File: config.mk
export PLATFORM = sky130hd
export DESIGN_NAME = fetch_stage
export DESIGN_NICKNAME = d
export VERILOG_FILES = /design/src/rtl/fetch_pkg.sv /design/src/rtl/if_id_reg.sv /design/src/rtl/fetch_stage.sv
export SDC_FILE = /design/constraint.sdc
export NUM_CORES = 1
export LEC_CHECK = 0
export ABC_AREA = 1
export CAP_MARGIN = 15
export CORE_UTILIZATION = 53
export CTS_BUF_LIST = sky130_fd_sc_hd__clkbuf_2 sky130_fd_sc_hd__clkbuf_4 sky130_fd_sc_hd__clkbuf_8
export DETAILED_ROUTE_END_ITERATION = 8
export PLACE_DENSITY = 0.84
export SKIP_LAST_GASP = 1
export SLEW_MARGIN = 25
export SYNTH_ARGS = -nofsm -noshare
export SYNTH_HDL_FRONTEND = slang
export SYNTH_HIERARCHICAL = 1
export SYNTH_SLANG_ARGS = --single-unit
File: constraint.sdc
create_clock -name clk -period 5.9 [get_ports clk]
set_clock_uncertainty 0.1 [all_clocks]
set_input_delay 1.475 -clock clk [delete_from_list [all_inputs] [get_ports clk]]
set_output_delay 1.475 -clock clk [all_outputs]
set_load 0.005 [all_outputs]
File: src/rtl/fetch_pkg.sv
// rtl/fetch_pkg.sv - shared types and constants for the instruction-fetch stage
//
// Purpose: FSM state encoding and the instruction encodings the fetch stage
//          recognises (the bubble NOP and EBREAK).
// Ports:   none (package).

package fetch_pkg;

   typedef enum logic [1:0] {
      FS_RUN    = 2'd0,
      FS_DRAIN  = 2'd1,
      FS_HALTED = 2'd2
   } fetch_state_t;

   // addi x0, x0, 0 -- inserted into IF/ID whenever a bubble is needed
   localparam logic [31:0] NOP_INSTR    = 32'h0000_0013;
   localparam logic [31:0] EBREAK_INSTR = 32'h0010_0073;

endpackage

File: src/rtl/if_id_reg.sv
// rtl/if_id_reg.sv - IF/ID pipeline register with load, hold and flush
//
// Purpose: holds the fetched instruction and its PC for decode. Flush wins over
//          load; with neither asserted the register holds.
// Ports:   clk, rst_n       - clock, async active-low reset
//          load_i, flush_i  - capture new contents / replace with a bubble
//          pc_i, pc4_i, instr_i - contents captured on load
//          pc_o, pc4_o, instr_o, valid_o - registered IF/ID contents

module if_id_reg
   import fetch_pkg::*;
#(
   parameter int AW = 32,
   parameter int IW = 32
) (
   input  logic          clk,
   input  logic          rst_n,
   input  logic          load_i,
   input  logic          flush_i,
   input  logic [AW-1:0] pc_i,
   input  logic [AW-1:0] pc4_i,
   input  logic [IW-1:0] instr_i,
   output logic [AW-1:0] pc_o,
   output logic [AW-1:0] pc4_o,
   output logic [IW-1:0] instr_o,
   output logic          valid_o
);

   localparam logic [IW-1:0] NOP_W = IW'(NOP_INSTR);

   logic [AW-1:0] pc_q, pc_d;
   logic [AW-1:0] pc4_q, pc4_d;
   logic [IW-1:0] instr_q, instr_d;
   logic          valid_q, valid_d;

   always_comb begin
      pc_d    = pc_q;
      pc4_d   = pc4_q;
      instr_d = instr_q;
      valid_d = valid_q;
      if (flush_i) begin
         pc_d    = '0;
         pc4_d   = '0;
         instr_d = NOP_W;
         valid_d = 1'b0;
      end else if (load_i) begin
         pc_d    = pc_i;
         pc4_d   = pc4_i;
         instr_d = instr_i;
         valid_d = 1'b1;
      end
   end

   always_ff @(posedge clk or negedge rst_n) begin
      if (!rst_n) begin
         pc_q    <= '0;
         pc4_q   <= '0;
         instr_q <= NOP_W;
         valid_q <= 1'b0;
      end else begin
         pc_q    <= pc_d;
         pc4_q   <= pc4_d;
         instr_q <= instr_d;
         valid_q <= valid_d;
      end
   end

   assign pc_o    = pc_q;
   assign pc4_o   = pc4_q;
   assign instr_o = instr_q;
   assign valid_o = valid_q;

endmodule

File: src/rtl/fetch_stage.sv
// rtl/fetch_stage.sv - instruction-fetch stage: PC, next-PC mux, drain/halt FSM
//
// Purpose: owns the PC, addresses the combinational instruction memory and
//          feeds IF/ID. Redirect beats stall beats advance. Fetching EBREAK
//          parks the PC and drains the pipe for DRAIN_CYCLES unstalled cycles
//          before halting; a redirect while draining cancels the halt.
// Ports:   clk, rst_n               - clock, async active-low reset
//          stall_i                  - hold PC and IF/ID
//          redirect_i, redirect_pc_i - taken branch/jump and its target
//          imem_addr_o, imem_instr_i - instruction memory address / data
//          if_id_*_o                - IF/ID register contents
//          halted_o                 - stage has halted after EBREAK

module fetch_stage
   import fetch_pkg::*;
#(
   parameter int                 INS_ADDRESS  = 32,
   parameter int                 INS_W        = 32,
   parameter logic [INS_ADDRESS-1:0] RESET_PC = '0,
   parameter int                 DRAIN_CYCLES = 2
) (
   input  logic                   clk,
   input  logic                   rst_n,
   input  logic                   stall_i,
   input  logic                   redirect_i,
   input  logic [INS_ADDRESS-1:0] redirect_pc_i,
   output logic [INS_ADDRESS-1:0] imem_addr_o,
   input  logic [INS_W-1:0]       imem_instr_i,
   output logic [INS_ADDRESS-1:0] if_id_pc_o,
   output logic [INS_ADDRESS-1:0] if_id_pc4_o,
   output logic [INS_W-1:0]       if_id_instr_o,
   output logic                   if_id_valid_o,
   output logic                   halted_o
);

   localparam int CNT_W = (DRAIN_CYCLES < 1) ? 1 : $clog2(DRAIN_CYCLES + 1);
   localparam logic [INS_W-1:0] EBREAK_W = INS_W'(EBREAK_INSTR);

   fetch_state_t           state_q, state_d;
   logic [INS_ADDRESS-1:0] pc_q, pc_d;
   logic [CNT_W-1:0]       cnt_q, cnt_d;
   logic                   halted_q, halted_d;
   logic                   load, flush;
   logic [INS_ADDRESS-1:0] pc_plus4;
   logic [INS_ADDRESS-1:0] redirect_tgt;
   logic                   unused_redirect_lsbs;

   assign pc_plus4             = pc_q + INS_ADDRESS'(4);
   // Targets are forced word-aligned; the dropped low bits are deliberately unused.
   assign redirect_tgt         = {redirect_pc_i[INS_ADDRESS-1:2], 2'b00};
   assign unused_redirect_lsbs = ^redirect_pc_i[1:0];

   always_comb begin
      state_d = state_q;
      pc_d    = pc_q;
      cnt_d   = cnt_q;
      load    = 1'b0;
      flush   = 1'b0;
      case (state_q)
         FS_RUN: begin
            if (redirect_i) begin
               pc_d  = redirect_tgt;
               flush = 1'b1;
            end else if (!stall_i) begin
               load = 1'b1;
               if (imem_instr_i == EBREAK_W) begin
                  // EBREAK goes downstream but nothing after it is fetched
                  state_d = FS_DRAIN;
                  cnt_d   = CNT_W'(DRAIN_CYCLES);
               end else begin
                  pc_d = pc_plus4;
               end
            end
         end
         FS_DRAIN: begin
            if (redirect_i) begin
               // EBREAK was on the wrong path; behave exactly like a RUN redirect
               pc_d    = redirect_tgt;
               flush   = 1'b1;
               cnt_d   = '0;
               state_d = FS_RUN;
            end else if (!stall_i) begin
               flush = 1'b1;
               if (cnt_q <= CNT_W'(1)) begin
                  cnt_d   = '0;
                  state_d = FS_HALTED;
               end else begin
                  cnt_d = cnt_q - CNT_W'(1);
               end
            end
         end
         FS_HALTED: begin
            // frozen until reset
         end
         default: state_d = FS_RUN;
      endcase
      halted_d = (state_d == FS_HALTED);
   end

   always_ff @(posedge clk or negedge rst_n) begin
      if (!rst_n) begin
         state_q  <= FS_RUN;
         pc_q     <= RESET_PC;
         cnt_q    <= '0;
         halted_q <= 1'b0;
      end else begin
         state_q  <= state_d;
         pc_q     <= pc_d;
         cnt_q    <= cnt_d;
         halted_q <= halted_d;
      end
   end

   if_id_reg #(
      .AW(INS_ADDRESS),
      .IW(INS_W)
   ) u_if_id_reg (
      .clk     (clk),
      .rst_n   (rst_n),
      .load_i  (load),
      .flush_i (flush),
      .pc_i    (pc_q),
      .pc4_i   (pc_plus4),
      .instr_i (imem_instr_i),
      .pc_o    (if_id_pc_o),
      .pc4_o   (if_id_pc4_o),
      .instr_o (if_id_instr_o),
      .valid_o (if_id_valid_o)
   );

   assign imem_addr_o = pc_q;
   assign halted_o    = halted_q;

endmodule

* Yosys cells after proc, flatten, opt, wreduce, memory -nomap -nowiden
Cells that the tools add are included. Widths: inputs -> output; s select.
Cells by class: add/sub/neg operators 2, order comparisons 1, eq/ne operators 11, muxes and demuxes 33, reduce and logical (&&, ||, !) cells 5
Operators with widths (number):
- $mux 32 | 10
- $pmux 32 s2 | 1
- $add 32x3->32 const B | 1
- $eq 32x21->1 const B | 1
- $mux 2 | 12
- $ne 3x3->1 const B | 3
- $ne 2x2->1 const B | 4
- $mux 1 | 7
- $pmux 2 s3 | 1
- $reduce_and 5->1 | 1
- $eq 2x2->1 const B | 2
- $pmux 2 s2 | 1
- $reduce_and 4->1 | 1
- $reduce_bool 2->1 | 2
- $eq 2x1->1 const B | 1
- $le 2x1->1 const B | 1
- $logic_not 2->1 | 1
- $pmux 1 s2 | 1
- $sub 2x1->2 const B | 1
Word-level totals: flip-flop bits (word level) 134, output and inout bits 130

* Longest topological paths before layout
depth after elaboration 6, gate-level depth with buffers 11, gate-level depth less buffers 10

* Cells and area by module
Netlist, hierarchy kept.
Modules (own cells, without submodules):
- if_id_reg | times used 1, cells each 420, area an instance 3861.2 µm², seq. area each 2431.1 µm²
- fetch_stage | times used 1, cells each 512, area an instance 3025.4 µm², seq. area each 875.8 µm²

* Worst setup path after synthesis
Ideal clock, no wire load.
kind input to register, start point in redirect_i, end point reg u_if_id_reg.pc_q[4], in the netlist u_if_id_reg/pc_o[4], setup time 0.066 ns, arrival 2.902 ns, path slack 2.832 ns, stages on the path 8, cells stage by stage nand2_1 > clkbuf_1 > o21ai_0 > nor2_4 > buf_4 > buf_4 > nand2_1 > nand2_1
On the way: longest elaborated chain between the ends 3
RTL lines:
- start: declaration | RTL line fetch_stage.sv:25 | input logic redirect_i,
- $mux 1, on equally long branches | RTL line fetch_stage.sv:76, fetch_stage.sv:61
- $pmux 1 s2 (*) | RTL line fetch_stage.sv:59 | case (state_q)
- via flush | RTL line fetch_stage.sv:43 | logic load, flush;
- $mux 32 or $reduce_bool 2->1 (tied branches)
- end signal: assignment | RTL line if_id_reg.sv:61 | pc_q <= pc_d;
- end: declaration | RTL line if_id_reg.sv:31 | logic [AW-1:0] pc_q, pc_d;
The timed path passes the listed nets; every way through them passes the cells marked *. A chain may end at the register's enable or synchronous reset.

* Worst setup path in the final report
start point in stall_i, end point reg u_if_id_reg.pc4_q[16], in the netlist u_if_id_reg/pc4_o[16]
On the way: longest elaborated chain between the ends 4
RTL lines:
- start: declaration | RTL line fetch_stage.sv:24 | input logic stall_i,
- $mux 1 (*) | RTL line fetch_stage.sv:82 | end else if (!stall_i) begin
- $mux 1 (*) | RTL line fetch_stage.sv:76 | if (redirect_i) begin
- $pmux 1 s2 (*) | RTL line fetch_stage.sv:59
- via flush | RTL line fetch_stage.sv:43
- $mux 32 or $reduce_bool 2->1 (tied branches)
- end signal: assignment | RTL line if_id_reg.sv:62 | pc4_q <= pc4_d;
- end: declaration | RTL line if_id_reg.sv:32 | logic [AW-1:0] pc4_q, pc4_d;
Marks and branches as above.

==> impl_metrics.yaml <==
placed_design:
  dp_hpwl_um: 13000
  gp_congestion: 0.936
  io_buffers: 193
drt:
  drt-vias-per-instance: 5.18
  firstDrtPassIters: 5
  wl_per_cell_um: 14.7
  drt_wl_total_um: 19100
  ant_nets: 0
  drc: 0
  drt_iter0_drc: 509
  vias: 6702
outcome:
  status: "finished, final reports clean"
yosys:
  postSynthAreaPerCell_um2: 7.39
  yosysSeqAreaShare_pct: 48.0
  synthDistinctLibCells: 34
  netlist_instances: 932
  ys.flop_type: "dfrtp_1"
  synth_area_leaders: "dfrtp_1 (47%), nand2_1 (21%), nand3_1 (13%)"
  synth_top_area_share_pct: 46.9
  ys_warn_count: 6
  ys_async_sr_fraction_pct: 100
  yosys.area.top_type: "dfrtp_1"
  synth-seq-cells: 132
  synth_edf_count: 0
  synth_area_um2: 6890
clock_tree:
  cts-root-buf: "clkbuf_8"
  clk_latency_ns: 0.46
  path_clk_slew_ns: 0.07
  numCtsBuffers: 17
  cts_buffer_depth: 2
  cts_tree: "yes"
  hold_buffers: 0
  cts.repair.resized: 0
  htreeDepth: 4
  cts_setup_buffers: 0
  clock-sinks: 132
worst_setup_path:
  path_class: "input port to register"
  critPathLaunchType: "input port"
  slowest_delay_ns: 0.96
  arrival_ns: 4.48
  cp.required_ns: 6.15
  critPathCaptureType: "register"
  worst-path-max-fanout: 59
  cp_slowest_cell: "clkinv_2"
  crit_chain: "clkdlybuf4s50_1, o21ai_0, clkinv_2, buf_4, nand3_1, nand2_1"
die:
  core_area_um2: 12600
  die_y_um: 116
  dieArea_um2: 13500
  die_x_um: 116
  start_util_pct: 54.6
  num_rows: 41
  boundaryPins: 198
global_route:
  grt_pass1_wl_um: 30300
  globalRouteOverflowTotal: 0
  grt_pass1_vias: 6163
  grt_max_degree: 98
  grt_usage_pct: 29.5
  grt_antenna_before_repair: 0
finish:
  fin_nets: 1179
  num_antenna_cells: 0
  nFillCells: 1052
  multiInputGateArea_um2: 3070
  syn_to_final_growth_pct: 33.3
  seq_area_um2: 3310
  drive_above_1_share_pct: 6.95
power_and_ir_drop:
  ir_worst_vdd_mv: 0.134
  p_per_area_nw_per_um2: 200
  cellLeakagePower_nw: 4.65
sta:
  rsz0062_at_grt: "no"
  fin_crit_sh_pct: 71.7
  final-setup-viol-count: 0
  slew_viol_final: 0
  max_freq_mhz: 237
  min_period_ns: 4.23
  finalSetupTns_ns: 0
  relSlewSlack_pct: 31.3
  hold_viol: 0
  tightest_slew_ns: 1.03
  hold_ws_ns: 0.370
run:
  maxCapViolCount: 0
worst_hold_path:
  worst_hold_path_type: "register to register"
[registers in the layout (all words and copies together) (netlist names)]
name / flops
u_if_id_reg/pc4_o: 32
imem_addr_o: 30
u_if_id_reg/valid_o: 1
cnt_q: 2
halted_o: 1
state_q: 2
u_if_id_reg/instr_o: 32
u_if_id_reg/pc_o: 32
[Yosys cell counts (all sizes together) (2+ instances only)]
library cell / instances
nor2: 61
nand3: 180
a21oi: 4
dfrtp: 129
dfstp: 3
buf: 36
nand2: 388
xnor2: 2
o21ai: 14
nor3: 2
o22ai: 2
clkbuf: 9
xor2: 5
nand4: 4
inv: 67
or2: 21
[critical path, delay by kind of cell]
kind            cells  cell delay, ns
compound gates      1            0.75
buf+inv             3            2.01
simple gates        2            0.22
[metal layers]
metal	vias to the layer above	wire length, um	global-route usage, %
met5	-	0	0
met4	0	405	10.5
met1	3138	8560	40.1
met2	242	8900	46.3
li1	3292	-	-
met3	30	1220	6.75
[power by group]
| group | leakage, nW | internal, mW | switching, mW |
|---|---|---|---|
| clock | 0.192 | 0.354 | 0.343 |
| sequential | 1.76 | 0.925 | 0.0298 |
| combinational | 2.70 | 0.100 | 0.0865 |
| total | 4.65 | 1.38 | 0.460 |
[path summary, 6_finish.rpt]
check                               startpoint                     to  slack (ns)  cells after the start
setup / recovery                       stall_i  u_if_id_reg/pc4_o[16]        1.67                      6
min in group asynchronous                rst_n   u_if_id_reg/pc_o[10]        0.93                      1
hold / removal             u_if_id_reg/pc_o[1]    u_if_id_reg/pc_o[1]        0.37                      2
max in group asynchronous                rst_n               halted_o        3.61                      2
hold reg to reg            u_if_id_reg/pc_o[1]    u_if_id_reg/pc_o[1]        0.37                      2
setup reg to reg                    state_q[0]  u_if_id_reg/pc4_o[16]        2.44                      8
[kinds of logic (layout without fill, tap and decap cells)]
| group | count (synthesis) | after routing | share of synthesized area (%) |
|---|---|---|---|
| xor gates and xnor gates | 7 | 7 | 0.999 |
| buffers and inverters | 113 | 299 | 7.78 |
| AOI/OAI and AO/OA | 20 | 20 | 1.49 |
| DFF | 132 | 132 | 48.0 |
| and+or+nand+nor | 658 | 658 | 41.5 |
| adders and majority gates | 1 | 1 | 0.182 |
| other | 1 | 6 | 0.0545 |
[cell type report]
class | count | share of cell area [%]
clock inverters | 5 | 0.300
repair buffers | 199 | 21.5
clock buffers | 27 | 3.57
flip-flops and latches | 132 | 36.0
multi-input cells | 692 | 33.4
inverters | 68 | 2.81
well taps | 172 | 2.34
[through the flow]
| stage | instances | setup slack (ns) | power (mW) | instance area [um^2] | util, % |
|---|---|---|---|---|---|
| 2_1_floorplan | 937 | 2.83 | 1.03 | 6910 | - |
| 6_report | 1295 | 1.67 | 1.84 | 9180 | 72.8 |
| 5_1_grt | 1295 | 1.44 | 1.91 | 9180 | 72.8 |
| 4_1_cts | 1295 | 2.02 | 1.84 | 9180 | 72.7 |
| 3_3_place_gp | 1263 | 1.58 | 1.15 | 8820 | 69.9 |
| 3_5_place_dp | 1263 | 1.59 | 1.16 | 8820 | 69.9 |
[cells in the final DEF (no fill, tap or decap), types with 2 or more instances in the layout]
cell type and n:
clkinv_2 6, or2_2 16, or2_0 5, dfrtp_1 129, dfstp_2 3, clkdlybuf4s50_1 192
nor2_1 52, nor3_1 2, o22ai_1 2, o21ai_1 8, nand4_1 4, o21ai_0 6
nand2_1 382, inv_1 64, nand2_4 2, nand3_1 179, nor2_4 7, nand2_2 4
clkbuf_8 20, xor2_1 5, clkbuf_4 7, a21oi_1 4, conb_1 6, buf_4 6
nor2_2 2
Power figures use the tool's default switching activity.
==> RTL change: new RTL, config.mk and constraints unchanged <==
The parameter `INS_W` goes from 32 to 16.
--- a/src/rtl/fetch_stage.sv
+++ b/src/rtl/fetch_stage.sv
@@ -16,5 +16,5 @@
 #(
    parameter int                 INS_ADDRESS  = 32,
-   parameter int                 INS_W        = 32,
+   parameter int                 INS_W        = 16,
    parameter logic [INS_ADDRESS-1:0] RESET_PC = '0,
    parameter int                 DRAIN_CYCLES = 2
Ports: changed (resized if_id_instr_o and imem_instr_i); port bits go from 198 to 166. The function was not compared with the original's and may differ.
==> RTL change against the unedited design <==
Setup slack better by 0.18 ns. Sequential cell count is 16 lower. Routed wire length is 14% lower. Non-clock buffer count is 33 lower. Final area is 11% lower. Die area is 12% lower. Synthesized area is 12% lower. Via count is 12% lower. Synthesized cell count is 12% lower. Critical path type unchanged.
Power is not compared: it rests on default switching activity, and its combinational part moved more than twofold at a synthesized area within 25%.
==> RTL change: results (changes against the unedited design) <==
stage,metric,value,unit,change
cells_and_area,nets@finish,1025,,-13%
global_routing,first-pass GRT wire length,26800,um,-12%
worst_setup_path,CP startpoint,redirect_i,,
worst_setup_path,Crit Reg-Reg Endpoint,u_if_id_reg/pc4_o[21]$_DFFE_PN0P_,,
worst_setup_path,Reg2Reg Setup Slack,3.04,ns,+0.60 ns
worst_hold_path,worst hold path type,reg -> reg,,
synthesis,Netlist cell types,33,,-2.9%
synthesis,largest cells by area after synthesis,"dfrtp_1 (47%), nand2_1 (21%), nand3_1 (10%)",,
cells_and_area,layout cells sized above 1,0.0802,,+0.0107
worst_setup_path,"slowest stage delay, CP",0.73,ns,-0.23 ns
status,status,completed,,
place,dpl ws,1.50,ns,-0.0908 ns
sta,Slew HR,0.376,,+0.0633
global_routing,pin count of the biggest net entering global routing,82,,-16%
synthesis,top post-synthesis cells by count,"nand2_1 (346), nand3_1 (123), dfrtp_1 (113), nor2_1 (59), inv_1 (39)",,
worst_setup_path,critical path data arrival time,4.32,ns,-0.16 ns
route,via/cell ratio,5.25,,+1.4%
route,1st-pass router iterations,7,,+2
global_routing,Total Routing Usage GR,0.294,,-0.000902
global_routing,initial antenna violation count,0,,unchanged
worst_setup_path,worst-case reg-to-reg path depth,7,,-1
clock_network,Worst-Skew Late Latency,0.43,ns,-0.03 ns
place,IO Port Bufs,161,,-17%
place,gpl congestion,0.933,,-0.37%
route,"wirelength, routed",16500,um,-14%
worst_setup_path,CP max stage cell,nor2_4,,
global_routing,vias in the first global route,5534,,-10%
worst_hold_path,HP Start,u_if_id_reg/instr_o[4]$_DFFE_PN1P_,,
worst_hold_path,Hold Path Sink,u_if_id_reg/instr_o[4]$_DFFE_PN1P_,,
worst_setup_path,Worst Path Max Fanout,51,,-14%
synthesis,"Seq/Total Area, Yosys",0.479,,-0.00113
-- RTL change: cells by family (layout without fill, tap and decap cells) --
kind of cell	after synthesis	in the layout	synth area share
simple gates	568	568	0.406
xor+xnor	5	5	0.00722
flops	116	116	0.479
fa+ha+maj	1	1	0.00206
buf+inv	84	244	0.0664
other cells	1	6	0.000618
compound gates	45	45	0.0390
-- RTL change: critical path, delay by kind of cell --
kind / cells / cell delay (ns)
and+or+nand+nor: 4 / 1.43
AOI/OAI and AO/OA: 1 / 0.51
buffers and inverters: 2 / 0.85
-- RTL change: through the flow --
stage	util	hold slack [ns]	cells	total power, mW	cell area [um2]
final	0.743	0.369	1125	2.45	8160
after global routing	0.743	0.386	1125	2.58	8160
after CTS	0.742	0.374	1125	2.46	8150
after detailed placement	0.702	0.358	1093	1.63	7710
after global placement	0.702	0.353	1093	1.62	7710
after floorplan	-	0.356	825	1.29	6090
-- RTL change: layout make-up --
class,instances,area [um2]
clock inverter,10,153
fill,856,2830
tap,140,175
sequential,116,2910
multi-input combinational,625,2780
timing repair buffer,166,1680
clock buffer,22,290
inverter,46,173
-- RTL change: layer usage --
metal,vias up,share of wire,global-route usage
met5,-,0,0
met4,0,0.019,0.113
met3,33,0.065,0.0616
met2,212,0.48,0.477
met1,2770,0.43,0.385
li1,2888,-,-
-- RTL change: power groups by stage --
stage / clock network, mW / registers (mW) / logic, mW
floorplan: 0 / 1.02 / 0.263
global placement: 0 / 1.04 / 0.585
detailed placement: 0 / 1.04 / 0.594
CTS: 0.831 / 1.03 / 0.598
global route: 0.869 / 1.05 / 0.663
finish: 0.822 / 1.03 / 0.596
-- RTL change: how the worst max path moves through the flow --
| stage | to | slack [ns] | cells past startpoint |
|---|---|---|---|
| finish | u_if_id_reg/pc4_o[21]$_DFFE_PN0P_ | 1.85 | 7 |
| global route | u_if_id_reg/pc4_o[26]$_DFFE_PN0P_ | 1.67 | 7 |
| CTS | u_if_id_reg/pc4_o[25]$_DFFE_PN0P_ | 1.93 | 7 |
| detailed placement | u_if_id_reg/pc4_o[30]$_DFFE_PN0P_ | 1.50 | 7 |
| global placement | u_if_id_reg/pc4_o[27]$_DFFE_PN0P_ | 1.55 | 7 |
| floorplan | u_if_id_reg/pc4_o[10]$_DFFE_PN0P_ | 2.89 | 7 |
